$ cat src/rtl/mm_access_ctrl.sv
// mm_access_ctrl: memory-stage access controller. Turns EX/MM load/store
// requests into a valid/ready data-memory handshake, waits for the read
// response with a bounded timeout, and produces a one-cycle writeback or
// fault pulse. ALU-only results pass straight through to writeback.
module mm_access_ctrl #(
  parameter int DATA_WIDTH = 32,
  parameter int TIMEOUT    = 16
) (
  input  logic                  clk,
  input  logic                  rst,
  input  logic                  mem_read_in,
  input  logic                  mem_write_in,
  input  logic                  reg_write_in,
  input  logic [DATA_WIDTH-1:0] alu_result_in,
  input  logic [DATA_WIDTH-1:0] write_data_in,
  input  logic [4:0]            rd_in,
  output logic                  dmem_req_valid,
  input  logic                  dmem_req_ready,
  output logic                  dmem_req_we,
  output logic [DATA_WIDTH-1:0] dmem_req_addr,
  output logic [DATA_WIDTH-1:0] dmem_req_wdata,
  input  logic                  dmem_resp_valid,
  input  logic [DATA_WIDTH-1:0] dmem_resp_rdata,
  output logic                  stall,
  output logic                  wb_valid,
  output logic [4:0]            wb_rd,
  output logic [DATA_WIDTH-1:0] wb_data,
  output logic                  mem_err
);

  // Counter wide enough to hold TIMEOUT-1.
  localparam int CW = (TIMEOUT > 1) ? $clog2(TIMEOUT) : 1;
  localparam logic [CW-1:0] CNT_LAST = CW'(TIMEOUT - 1);
  localparam logic [CW-1:0] CNT_ONE  = CW'(1);

  typedef enum logic [1:0] {
    S_IDLE = 2'd0,
    S_REQ  = 2'd1,
    S_WAIT = 2'd2
  } state_t;

  state_t                state_q, state_d;
  logic [CW-1:0]         cnt_q, cnt_d;
  logic [DATA_WIDTH-1:0] addr_q, addr_d;
  logic [DATA_WIDTH-1:0] wdata_q, wdata_d;
  logic [4:0]            rd_q, rd_d;
  logic                  we_q, we_d;
  logic                  wb_valid_q, wb_valid_d;
  logic [4:0]            wb_rd_q, wb_rd_d;
  logic [DATA_WIDTH-1:0] wb_data_q, wb_data_d;
  logic                  mem_err_q, mem_err_d;

  logic mem_op_s;
  logic dual_s;
  logic misalign_s;

  // Request decode: exactly one of read/write is a legal memory operation.
  assign mem_op_s   = mem_read_in ^ mem_write_in;
  assign dual_s     = mem_read_in & mem_write_in;
  assign misalign_s = (alu_result_in[1:0] != 2'b00);

  // Next-state and next-output logic; event pulses default low every cycle.
  always_comb begin
    state_d    = state_q;
    cnt_d      = cnt_q;
    addr_d     = addr_q;
    wdata_d    = wdata_q;
    rd_d       = rd_q;
    we_d       = we_q;
    wb_valid_d = 1'b0;
    wb_rd_d    = wb_rd_q;
    wb_data_d  = wb_data_q;
    mem_err_d  = 1'b0;
    case (state_q)
      S_IDLE: begin
        if (dual_s || (mem_op_s && misalign_s)) begin
          // Illegal access: flag it, never touch memory.
          mem_err_d = 1'b1;
        end else if (mem_op_s) begin
          addr_d  = alu_result_in;
          wdata_d = write_data_in;
          rd_d    = rd_in;
          we_d    = mem_write_in;
          state_d = S_REQ;
        end else if (reg_write_in) begin
          wb_valid_d = 1'b1;
          wb_rd_d    = rd_in;
          wb_data_d  = alu_result_in;
        end else begin
          state_d = S_IDLE;
        end
      end
      S_REQ: begin
        if (dmem_req_ready) begin
          if (we_q) begin
            state_d = S_IDLE;
          end else begin
            state_d = S_WAIT;
            cnt_d   = {CW{1'b0}};
          end
        end else begin
          state_d = S_REQ;
        end
      end
      S_WAIT: begin
        // A response on the final timeout cycle still wins over the abort.
        if (dmem_resp_valid) begin
          wb_valid_d = 1'b1;
          wb_rd_d    = rd_q;
          wb_data_d  = dmem_resp_rdata;
          cnt_d      = {CW{1'b0}};
          state_d    = S_IDLE;
        end else if (cnt_q == CNT_LAST) begin
          mem_err_d = 1'b1;
          cnt_d     = {CW{1'b0}};
          state_d   = S_IDLE;
        end else begin
          cnt_d = cnt_q + CNT_ONE;
        end
      end
      default: begin
        state_d = S_IDLE;
        cnt_d   = {CW{1'b0}};
      end
    endcase
  end

  // State and datapath registers with synchronous reset.
  always_ff @(posedge clk) begin
    if (rst) begin
      state_q    <= S_IDLE;
      cnt_q      <= {CW{1'b0}};
      addr_q     <= {DATA_WIDTH{1'b0}};
      wdata_q    <= {DATA_WIDTH{1'b0}};
      rd_q       <= 5'd0;
      we_q       <= 1'b0;
      wb_valid_q <= 1'b0;
      wb_rd_q    <= 5'd0;
      wb_data_q  <= {DATA_WIDTH{1'b0}};
      mem_err_q  <= 1'b0;
    end else begin
      state_q    <= state_d;
      cnt_q      <= cnt_d;
      addr_q     <= addr_d;
      wdata_q    <= wdata_d;
      rd_q       <= rd_d;
      we_q       <= we_d;
      wb_valid_q <= wb_valid_d;
      wb_rd_q    <= wb_rd_d;
      wb_data_q  <= wb_data_d;
      mem_err_q  <= mem_err_d;
    end
  end

  // Request channel is a pure decode of the REQ state plus latched fields.
  assign dmem_req_valid = (state_q == S_REQ);
  assign dmem_req_we    = we_q;
  assign dmem_req_addr  = addr_q;
  assign dmem_req_wdata = wdata_q;

  // Stall freezes upstream while busy or while any memory request is presented.
  assign stall = ~rst & ((state_q != S_IDLE) | mem_read_in | mem_write_in);

  assign wb_valid = wb_valid_q;
  assign wb_rd    = wb_rd_q;
  assign wb_data  = wb_data_q;
  assign mem_err  = mem_err_q;

endmodule

$ cat config.mk
export PLATFORM = sky130hd
export DESIGN_NAME = mm_access_ctrl
export DESIGN_NICKNAME = d
export VERILOG_FILES = /design/src/rtl/mm_access_ctrl.sv
export SDC_FILE = /design/constraint.sdc
export NUM_CORES = 1
export LEC_CHECK = 0
export ABC_CLOCK_PERIOD_IN_PS = 2500
export CORE_UTILIZATION = 41
export CTS_CLUSTER_DIAMETER = 200
export DETAILED_ROUTE_END_ITERATION = 10
export PLACE_DENSITY = 0.89
export SLEW_MARGIN = 20
export SYNTH_ARGS = -nofsm -noshare
export SYNTH_HDL_FRONTEND = slang
export SYNTH_SLANG_ARGS = --single-unit
$ cat constraint.sdc
create_clock -name clk -period 2.5 [get_ports clk]
set_clock_uncertainty 0.15 [all_clocks]
set_input_delay 0.5 -clock clk [delete_from_list [all_inputs] [get_ports clk]]
set_output_delay 0.5 -clock clk [all_outputs]
set_load 0.01 [all_outputs]
==> impl_metrics.json <==
{
  "fin_cells": 878,
  "final_cell_mix": "211 x clkdlybuf4s50_1, 138 x nand2_1, 113 x dfxtp_1, 112 x a21oi_1, 37 x mux2i_1",
  "synth-edff-count": 0,
  "num_vias": 4500,
  "drt_iter0_markers": 231,
  "crit_chain": "buf_4 -> nor2b_1 -> clkdlybuf4s50_1",
  "synthTopCellsByArea": "dfxtp_1 50%, a21oi_1 12%, nand2_1 11%, a211oi_2 8.1%, mux2i_1 8.0%",
  "place_area_um2": 6932,
  "routabilityCongestion": 0.7565,
  "pin_count": 214,
  "rows": 38,
  "cp.arrival_ns": 1.68,
  "hold_viol_final": 0,
  "final_common_cell": "clkdlybuf4s50_1",
  "syn_area_um2": 4649,
  "start_util_pct": 42.52,
  "period_share_pct": 93.24,
  "diodes": 0,
  "setup_viol": 0,
  "powerDensity_nw_per_um2": 722.1,
  "critPathBufInv": 2,
  "wire_per_inst_um": 15.90,
  "slew_violations": 0,
  "grt_pass1_wl_mm": 21.25,
  "die-height_um": 108.5,
  "async_flop_share_pct": 0,
  "dpl_worst_slack_ns": -0.1979,
  "cp_slowest_cell": "clkdlybuf4s50_1",
  "finalWorstSetupSlack_ns": 0.1689,
  "die_w_um": 108.5,
  "fin_util_pct": 69.06,
  "setup_tns_ns": 0,
  "hold_end": "rd_q[4]",
  "port-buffer-count": 213,
  "crit_family": "buffers and inverters",
  "cap_violations": 0,
  "cp-start-kind": "flip-flop",
  "core_um2": 10940,
  "worstReg2RegStart": "state_q[1]",
  "root_buffer": "clkbuf_16",
  "avgViaCountPerCell": 5.125,
  "rrSetupSlack_ns": 0.47,
  "cp-end-kind": "output pin",
  "timing.fmax_ghz": 0.4290,
  "rsz0062_at_grt": "false",
  "synth_ff_type": "dfxtp_1",
  "whs_path_depth": 2,
  "ys_ff_latch": 115,
  "peakVddDrop_v": 0.0004462,
  "max_stage_delay_ns": 0.58,
  "routed_wl_mm": 13.96,
  "firstDrtPassIters": 4,
  "cts_tree": "built",
  "rr_worst_depth": 6,
  "area_growth_syn_to_layout_pct": 62.43,
  "placed_cells": 846,
  "tightest_slew_ns": 0.6982,
  "min_from": "rd_q[4]",
  "antenna_found_initial": 0,
  "required_ns": 1.85,
  "htreeDepth": 4,
  "worst-setup-path-type": "flip-flop to output pin",
  "synthesis.nets": 632,
  "drtAntennaViolNets": 0,
  "clk_latency_ns": 0.40,
  "yosys.area.top_type": "dfxtp_1",
  "synth-warning-count": 0,
  "crit_fanout": 19,
  "dp_hpwl_mm": 9.855,
  "syn_avg_cell_area_um2": 8.907,
  "synth_cell_types": 29,
  "hold_class": "flip-flop to flip-flop",
  "overflow": 0,
  "fin_area_um2": 7552,
  "cts_buffer_depth": 2,
  "synth_top_area_share_pct": 49.52,
  "maxSlewHeadroom_pct": 53.46,
  "grt_start_max_net_pins": 59,
  "yosysSeqAreaShare_pct": 49.52,
  "drive_gt1_share_pct": 11.25,
  "reg2reg_to": "wb_data[30]",
  "drc": 0,
  "synthCells": 522,
  "fp.dieArea_um2": 11770,
  "clock_sink_count": 115,
  "grt_pass1_vias": 4443,
  "clk_pin_slew_ns": 0.05,
  "outcome": "completed",
  "track_usage_pct": 23.36,
  "cts_hold_buf": 0,
  "cts_buffers": 17,
  "period_needed_ns": 2.331,
  "final_nets": 835,
  "power.leakage_nw": 2.551
}
where the power goes:
part	internal (W)	switching [W]	total, W
combinational	0.000493	0.000432	0.000924
clock	0.00172	0.000812	0.00253
sequential	0.00194	0.0000588	0.00200
worst max path at each step:
| stage | cells after the start | slack [ns] | endpoint | from |
|---|---|---|---|---|
| 6_report | 3 | 0.17 | dmem_req_valid | state_q[1] |
| 5_1_grt | 3 | 0.07 | dmem_req_valid | state_q[0] |
| 2_1_floorplan | 7 | 0.36 | wb_data[15] | mem_read_in |
| 3_3_place_gp | 7 | -0.16 | wb_data[21] | mem_write_in |
| 4_1_cts | 3 | 0.09 | dmem_req_valid | state_q[0] |
| 3_5_place_dp | 7 | -0.20 | wb_data[3] | mem_write_in |
final cells by class:
class | instances | area [um^2]
multi-input cells | 361 | 2133
clock inverters | 9 | 152.6
clock buffers | 23 | 467.9
flip-flops and latches | 115 | 2305
well taps | 140 | 175.2
fillers | 824 | 3383
repair buffers | 230 | 2318
layer usage:
metal	part of all wire, %	up-vias	track usage, %
li1	-	2204	-
met1	40	2114	25.51
met2	51	160	41.64
met3	6.7	22	7.655
met4	2.0	0	8.977
met5	0	-	0
state kept, by name, indices dropped and copies added, names as in the netlist:
register        count
dmem_req_addr      32
wb_rd               5
rd_q                5
dmem_req_we         1
cnt_q               4
wb_valid            1
wb_data            32
dmem_req_wdata     32
state_q             2
mem_err             1
worst reg2reg max path, stage by stage, from the launching register on:
cell and delay, ns:
dfxtp_2 0.31, buf_4 0.22, or3b_1 0.44, a21oi_4 0.20, buf_12 0.22, a21oi_1 0.13
a211oi_2 0.26
through the flow:
step                      hold WS (ns)  total power, W
final                           0.3004        0.005454
after global routing            0.3152        0.005656
after CTS                       0.3036        0.005505
after detailed placement        0.2961        0.002960
after global placement          0.2912        0.002921
after floorplan                 0.2860        0.002462
Yosys cell counts (2+ instances only):
cell,instances
buf_1,2
nor3b_1,3
nor2_1,11
buf_4,2
clkbuf_1,23
buf_6,5
nand2_1,138
ha_1,2
nor2b_1,4
dfxtp_1,115
a211oi_2,30
mux2i_1,37
a21oi_1,112
a31oi_1,2
buf_2,14
a211oi_1,9
cells by family (layout without fill, tap and decap cells):
group	count (synthesis)	after routing	share of synthesized area (%)
buf+inv	46	262	5.059
compound gates	157	157	22.47
flops	115	115	49.52
simple gates	165	165	14.45
mux	37	37	7.966
fa+ha+maj	2	2	0.5381
timing repair:
| item | 4_1_cts | 5_1_grt |
|---|---|---|
| endpoints found under the setup margin | 1 | 1 |
| gates resized for setup | 1 | 1 |
| pin swaps | 0 | 0 |
| setup buffers | 0 | 0 |
| gates cloned | 0 | 0 |
Note: power is estimated with default switching activity, not from simulation.
